[src/rtl/adder_pkg.sv]
// Shared definitions for the iterative adder: controller states and chunk-count helper.
package adder_pkg;

  typedef enum logic [1:0] {
    IDLE,
    RUN,
    DONE
  } state_t;

  // Number of chunk cycles an operation takes; WIDTH must be a multiple of CHUNK.
  function automatic int unsigned nchunk(input int unsigned width, input int unsigned chunk);
    return width / chunk;
  endfunction

endpackage

[src/rtl/chunk_adder.sv]
// Combinational CHUNK-bit full adder used for one slice per cycle.
module chunk_adder #(
  parameter int unsigned CHUNK = 8
) (
  input  logic [CHUNK-1:0] a,
  input  logic [CHUNK-1:0] b,
  input  logic             ci,
  output logic [CHUNK-1:0] s,
  output logic             co
);

  always_comb begin
    {co, s} = {1'b0, a} + {1'b0, b} + {{CHUNK{1'b0}}, ci};
  end

endmodule

[src/rtl/iter_adder.sv]
// Multi-cycle adder/subtractor: one CHUNK-bit slice per cycle, LSB first,
// carry rippled through a register, start/done handshake.
module iter_adder
  import adder_pkg::*;
#(
  parameter int unsigned WIDTH = 32,
  parameter int unsigned CHUNK = 8
) (
  input  logic             clk,
  input  logic             rst_n,
  input  logic             start,
  input  logic             sub,
  input  logic [WIDTH-1:0] a,
  input  logic [WIDTH-1:0] b,
  input  logic             cin,
  output logic             busy,
  output logic             done,
  output logic [WIDTH-1:0] sum,
  output logic             cout,
  output logic             ovf
);

  localparam int unsigned NCHUNK = nchunk(WIDTH, CHUNK);
  localparam int unsigned IDXW   = (NCHUNK > 1) ? $clog2(NCHUNK) : 1;
  localparam logic [IDXW-1:0] LAST_IDX = IDXW'(NCHUNK - 1);

  state_t r_state;
  state_t w_state_next;

  logic [WIDTH-1:0] r_a;
  logic [WIDTH-1:0] r_b;
  logic             r_carry;
  logic [IDXW-1:0]  r_idx;
  logic [WIDTH-1:0] r_stage;
  logic [WIDTH-1:0] r_sum;
  logic             r_cout;
  logic             r_ovf;

  logic [CHUNK-1:0] w_a_slice;
  logic [CHUNK-1:0] w_b_slice;
  logic [CHUNK-1:0] w_s;
  logic             w_co;
  logic [WIDTH-1:0] w_stage_next;
  logic             w_accept;
  logic             w_last;

  assign w_accept = start && ((r_state == IDLE) || (r_state == DONE));
  assign w_last   = (r_idx == LAST_IDX);

  always_comb begin
    w_a_slice = '0;
    w_b_slice = '0;
    for (int unsigned i = 0; i < NCHUNK; i++) begin
      if (r_idx == IDXW'(i)) begin
        w_a_slice = r_a[i*CHUNK +: CHUNK];
        w_b_slice = r_b[i*CHUNK +: CHUNK];
      end
    end
  end

  chunk_adder #(
    .CHUNK(CHUNK)
  ) u_chunk_adder (
    .a (w_a_slice),
    .b (w_b_slice),
    .ci(r_carry),
    .s (w_s),
    .co(w_co)
  );

  // Staging with the current slice merged in, so the final slice reaches sum on the same edge.
  always_comb begin
    w_stage_next = r_stage;
    for (int unsigned i = 0; i < NCHUNK; i++) begin
      if (r_idx == IDXW'(i)) begin
        w_stage_next[i*CHUNK +: CHUNK] = w_s;
      end
    end
  end

  always_ff @(posedge clk or negedge rst_n) begin
    if (!rst_n) begin
      r_state <= IDLE;
    end else begin
      r_state <= w_state_next;
    end
  end

  always_comb begin
    w_state_next = r_state;
    busy         = 1'b0;
    done         = 1'b0;
    case (r_state)
      IDLE: begin
        if (start) begin
          w_state_next = RUN;
        end
      end
      RUN: begin
        busy = 1'b1;
        if (w_last) begin
          w_state_next = DONE;
        end
      end
      DONE: begin
        done         = 1'b1;
        w_state_next = start ? RUN : IDLE;
      end
      default: begin
        w_state_next = IDLE;
      end
    endcase
  end

  always_ff @(posedge clk or negedge rst_n) begin
    if (!rst_n) begin
      r_a     <= '0;
      r_b     <= '0;
      r_carry <= 1'b0;
      r_idx   <= '0;
      r_stage <= '0;
      r_sum   <= '0;
      r_cout  <= 1'b0;
      r_ovf   <= 1'b0;
    end else if (w_accept) begin
      r_a     <= a;
      r_b     <= sub ? ~b : b;
      r_carry <= sub ? ~cin : cin;
      r_idx   <= '0;
    end else if (r_state == RUN) begin
      r_stage <= w_stage_next;
      r_carry <= w_co;
      r_idx   <= w_last ? '0 : r_idx + IDXW'(1);
      if (w_last) begin
        r_sum  <= w_stage_next;
        r_cout <= w_co;
        r_ovf  <= (r_a[WIDTH-1] == r_b[WIDTH-1]) && (w_stage_next[WIDTH-1] != r_a[WIDTH-1]);
      end
    end
  end

  assign sum  = r_sum;
  assign cout = r_cout;
  assign ovf  = r_ovf;

endmodule

[config.mk]
export PLATFORM = sky130hd
export DESIGN_NAME = iter_adder
export DESIGN_NICKNAME = d
export VERILOG_FILES = /design/src/rtl/adder_pkg.sv /design/src/rtl/chunk_adder.sv /design/src/rtl/iter_adder.sv
export SDC_FILE = /design/constraint.sdc
export NUM_CORES = 1
export LEC_CHECK = 0
export BUFFER_PORTS_ARGS = -buffer_cell sky130_fd_sc_hd__buf_2
export CORE_MARGIN = 3
export CORE_UTILIZATION = 60
export CTS_BUF_LIST = sky130_fd_sc_hd__clkbuf_4 sky130_fd_sc_hd__clkbuf_8 sky130_fd_sc_hd__clkbuf_16
export CTS_CLUSTER_SIZE = 24
export DETAILED_ROUTE_END_ITERATION = 16
export PLACE_DENSITY = 0.85
export SYNTH_ARGS = -nofsm -noshare
export SYNTH_HDL_FRONTEND = slang
export SYNTH_SLANG_ARGS = --single-unit
[constraint.sdc]
create_clock -name clk -period 6.4 [get_ports clk]
set_clock_uncertainty 0.2 [all_clocks]
set_input_delay 0.32 -clock clk [delete_from_list [all_inputs] [get_ports clk]]
set_output_delay 0.32 -clock clk [all_outputs]
set_load 0.005 [all_outputs]
* Word level (Yosys, flattened, before mapping)
Index checks and enable logic that the tools add are counted.
** Storage, ports and cells
- Register bits :: 135
- Output and inout bits :: 36
- Word-level logic and storage cells :: 58
** Cells by class
- Add/subtract/negate cells :: 3
- Equality and inequality tests :: 9
- Multiplexer cells :: 25
- Bitwise gates (word level) :: 3
- Reduce and logical (&&, ||, !) cells :: 9
** Operators by type and width (number)
- 2-to-1 mux 8 bit :: 12
- 2-to-1 mux 32 bit :: 1
- NOT 32 bit :: 1
- 2-to-1 mux 2 bit :: 5
- adder 8 x 8 -> 9 bit :: 1
- adder 9 x 1 -> 9 bit :: 1
- equality test 2 bit, second input constant :: 3
- 2-to-1 mux 1 bit :: 6
- case mux 2 bit (3 select lines) :: 1
- equality test 2 x 1 -> 1 bit, second input constant :: 2
- zero test 2 bit :: 2
- != test 2 bit, second input constant :: 2
- AND reduction 2 bit :: 2
- AND reduction 3 bit :: 1
- adder 2 x 1 -> 2 bit, second input constant :: 1
- logical AND 1 bit :: 2
- NOT 1 bit :: 2
- nonzero test 2 bit :: 1
- equality test 1 bit :: 1
- logical OR 1 bit :: 1
- != test 1 bit :: 1

* Logic depth before layout (Yosys ltp)
- Depth after elaboration :: 10
- Depth in mapped cells :: 15
- Gate-level depth less buffers :: 14

* By module
Synthesis repeated with hierarchy kept, for this count alone.
** Second synthesis, totals
- Cells, all modules :: 548
- Area total of the unflattened synthesis :: 6155.9 µm²
** By module, submodules not included
- iter_adder :: times used 1, cells each 508, area each 5824.3 µm²
- chunk_adder :: times used 1, cells each 40, area each 331.6 µm²

* Worst setup path after synthesis
OpenSTA, ideal clock, no wires.
- Kind :: reg-to-reg
- Start :: register r_idx[0]
- End :: register r_ovf (netlist: ovf)
- Library setup time :: 131 ps
- Arrival :: 3037 ps
- Slack :: 3032 ps
- Stages on the path, launching flop included :: 14
- Buffers on the path :: 0
- Clock period less this slack :: 3368 ps
- Path through :: dfrtp_1 > inv_1 > ha_1 > nor2b_1 > a22oi_1 > nor2_1 > a21oi_1 > o21ai_0 > ha_1 > nor2b_1 > o31a_4 > o311ai_4 > a21oi_2 > or3b_1
** Between the ends
- Longest elaborated chain between the ends :: 10
- Elaborated cells between the ends (all ways) :: 18
- Classes of those cells :: add/sub (2); eq/ne (4); mux (9); reduce/logical (3)
** RTL lines
- start, declared :: line iter_adder.sv:33 : logic [IDXW-1:0] r_idx;
- start signal, assigned :: line iter_adder.sv:133 : r_idx <= w_last ? '0 : r_idx + IDXW'(1);
- zero test 2 bit :: line iter_adder.sv:54 : if (r_idx == IDXW'(i)) begin
- 2-to-1 mux 8 bit (4 in a row) :: line iter_adder.sv:54
- adder 8 x 8 -> 9 bit :: line chunk_adder.sv:13 : {co, s} = {1'b0, a} + {1'b0, b} + {{CHUNK{1'b0}}, ci};
- adder 9 x 1 -> 9 bit :: line chunk_adder.sv:13
- 2-to-1 mux 8 bit :: line iter_adder.sv:75 : if (r_idx == IDXW'(i)) begin
- != test 1 bit :: line iter_adder.sv:137 : r_ovf <= (r_a[WIDTH-1] == r_b[WIDTH-1]) && (w_stage_next[WIDTH-1] != r_a[WIDTH-1]);
- logical AND 1 bit :: line iter_adder.sv:137
- end signal, assigned :: line iter_adder.sv:137
- end, declared :: line iter_adder.sv:37 : logic r_ovf;
Several ways; a longest one is shown, not always the timed one.
A chain may end at the register's enable or synchronous reset.

* Worst setup path after layout
- Start :: register r_idx[1]
- End :: register r_stage[13]
** Between the ends
- Longest elaborated chain between the ends :: 8
- Elaborated cells between the ends (all ways) :: 15
- Classes of those cells :: add/sub (2); eq/ne (3); mux (9); reduce/logical (1)
** RTL lines
- zero test 2 bit :: line iter_adder.sv:54
- 2-to-1 mux 8 bit (4 in a row) :: line iter_adder.sv:54
- adder 8 x 8 -> 9 bit :: line chunk_adder.sv:13
- adder 9 x 1 -> 9 bit :: line chunk_adder.sv:13
- 2-to-1 mux 8 bit (*) :: line iter_adder.sv:75
- end signal, assigned :: line iter_adder.sv:131 : r_stage <= w_stage_next;
- end, declared :: line iter_adder.sv:34 : logic [WIDTH-1:0] r_stage;
Every way passes the cells marked *; elsewhere a longest branch is shown, timed or not.

==> flow_summary.toml <==
[clock_network]
clock_path_buffers = 2
cts_max_level = 4
cts_made_buffers = 17
cts_root_buf = "clkbuf_8"
insertion_delay_ps = 510
path_clk_slew_ps = 60
clock-sinks = 127
tritoncts = "done"
cts_setup_buffers = 0
post_cts_resized = 0

[detailed_routing]
drc = 0
wire_per_inst_um = 18.6
totalWireLength_um = 16700
detail-route-antenna-nets = 0
dr.pass1.iters = 7
drtIter0Drc = 450
vias = 5266
vias_per_cell = 5.86

[sta]
finalSetupViolCount = 0
slew_headroom = 0.137
worst_pin_slew_ps = 1290
worst_slack_ps = 1150
hold_viol = 0
tns_ps = 0
period_minus_slack_ps = 5250
timing.fmax_ghz = 0.190
rsz0062_at_grt = "no"
maxSlewViolCount = 0
min_period_over_period = 0.821

[placement]
place_ws_ps = 1570
dpl_cell_area_um2 = 6590
io_buffers = 104
dp_hpwl_um = 9530
gp_congestion = 0.902
placed_cells_incl_taps = 800

[final_layout]
mostFrequentLayoutCells = "127 x dfrtp_1, 115 x nand2_1, 107 x o21ai_0"
syn2layout_area_growth_pct = 29.8
finalNonFillerCells = 898
final_nets = 837
drive_gt1_frac = 0.237
stdcell_area_um2 = 7840
layout_commonest_cell = "dfrtp_1"

[yosys]
synth_seq_cells = 127
ys_types = 39
syn_inst = 605
synth.area.top_cells = "dfrtp_1 53%, o21ai_0 8.9%, nand2_1 7.1%, mux2_2 6.5%, xnor2_1 5.1%"
synth_edf_count = 0
ys_seq_area_frac = 0.526
synth_area_per_cell_um2 = 9.98
syn_area_um2 = 6040
async_reset_ff_frac = 1.00
synth_top_flop_cell = "dfrtp_1"
yosysTopAreaCell = "dfrtp_1"
yosysWarnings = 0
synth_top_area_frac = 0.526
syn_nets = 687

[floorplan]
io_pins = 105
fp.dieArea_um2 = 11300
die_h_um = 106
coreArea_um2 = 9500
rows = 35
start_util = 0.636
die_w_um = 106

[setup_path]
path_max_fanout = 32
r2r_start = "r_idx[1]$_DFFE_PN0P_"
reg2reg_depth = 13
cp.arrival_ps = 5450
endpoint_kind = "flop"
crit_type = "flop to flop"
r2r-end = "r_stage[13]$_DFFE_PN0P_"
worst_ep_required_time_ps = 6590
r2r_slack_ps = 1150
start_kind = "flop"

[global_routing]
grt_pass1_wl_um = 27200
grt.total_usage = 0.308
grt_max_degree = 100
grt_pass1_vias = 5468
antenna_found_initial = 1
overflow = 0

[worst_hold_path]
holdPathEnd = "r_carry$_DFFE_PN0P_"
hold_path.startpoint = "cin"
hp-class = "input port to flop"
holdPathStages = 5

[power]
p_sw_mw = 1.94
swShare = 0.425
p_comb_frac = 0.475
intPower_mw = 2.63
p_seq_frac = 0.314
leakage_nw = 3.64
peakVddDrop_mv = 0.267
p_per_area_nw_per_um2 = 583
p_clk_frac = 0.211

[outcome]
outcome = "completed"

[run]
max_cap_violations = 0
power by group through the flow:
stage	Combinational [mW]	Sequential, mW	Clock, mW
finish	2.17	1.43	0.965
global route	2.39	1.47	1.01
CTS	2.11	1.42	0.961
detailed placement	2.04	1.42	0
global placement	1.94	1.40	0
floorplan	1.48	1.36	0
cell usage after synthesis, drive strengths merged (3+ instances only):
cell and n:
a21oi 26, mux2 35, a221oi 3, nor2b 14, o21ai 107, nor3b 3, nor3 3, xnor2 35
dfrtp 127, a22oi 13, nand2 115, nor2 19, ha 11, buf 12, a31oi 9, mux2i 9
inv 8, clkbuf 29, a21o 3
metrics by stage:
stage | total power, mW | hold WS, ps | util
after global routing | 4.87 | 156 | 0.825
after floorplan | 2.84 | -176 | -
after global placement | 3.34 | 180 | 0.694
after detailed placement | 3.45 | 188 | 0.694
final | 4.57 | 140 | 0.825
after CTS | 4.49 | 112 | 0.824
what timing repair did:
| item | in CTS | in global routing |
|---|---|---|
| hold buffers | 65 | 0 |
| setup endpoints to repair | 0 | 0 |
| endpoints found under the hold margin | 115 | 0 |
flip-flops by register name, summed over array words and instances, names as in the netlist:
register / flops
r_state: 2
r_b: 32
r_stage: 24
r_a: 32
ovf: 1
r_idx: 2
sum: 32
cout: 1
r_carry: 1
kinds of logic after synthesis:
family	share of synthesized area
adder cells (fa/ha/maj)	0.0294
flip-flops	0.526
multiplexers	0.0802
buffers and inverters	0.0319
XOR/XNOR	0.0522
AND/OR/NAND/NOR	0.115
AO/OA/AOI/OAI	0.165
metal layers:
layer  share of wire  GRT usage  vias up
met2            0.51      0.535      293
li1                -          -     2373
met1            0.37      0.356     2517
met5               0          0        -
met4           0.051      0.172        0
met3           0.062     0.0601       83
final cells by class:
type                    count  area [um^2]
diodes                      1         2.50
clock buffers              18          428
clock inverters            14          165
fillers                   538         1670
inverters                   8         30.0
multi-input cells         429         2680
flip-flops and latches    127         3180
well taps                 129          161
repair buffers            172         1200
worst max path at each step:
stage | start | end | slack, ps | cells after the start
floorplan | r_idx[0]$_DFFE_PN0P_ | ovf$_DFFE_PN0P_ | 3030 | 13
global placement | r_idx[0]$_DFFE_PN0P_ | ovf$_DFFE_PN0P_ | 1760 | 13
detailed placement | r_idx[1]$_DFFE_PN0P_ | ovf$_DFFE_PN0P_ | 1570 | 13
CTS | r_idx[1]$_DFFE_PN0P_ | r_stage[13]$_DFFE_PN0P_ | 1280 | 13
global route | r_idx[1]$_DFFE_PN0P_ | r_stage[13]$_DFFE_PN0P_ | 910 | 13
finish | r_idx[1]$_DFFE_PN0P_ | r_stage[13]$_DFFE_PN0P_ | 1150 | 13
worst max-delay path: stages (launching register included):
cell	delay, ps
dfrtp_1	420
inv_1	100
ha_1	640
nor2b_1	1040
a22oi_1	270
nor2_1	190
a21oi_1	60
o21ai_0	380
ha_1	310
nor2b_1	160
o31a_4	320
o21ai_0	520
nand2_1	230
o21ai_0	290
Power figures use the tool's default switching activity.
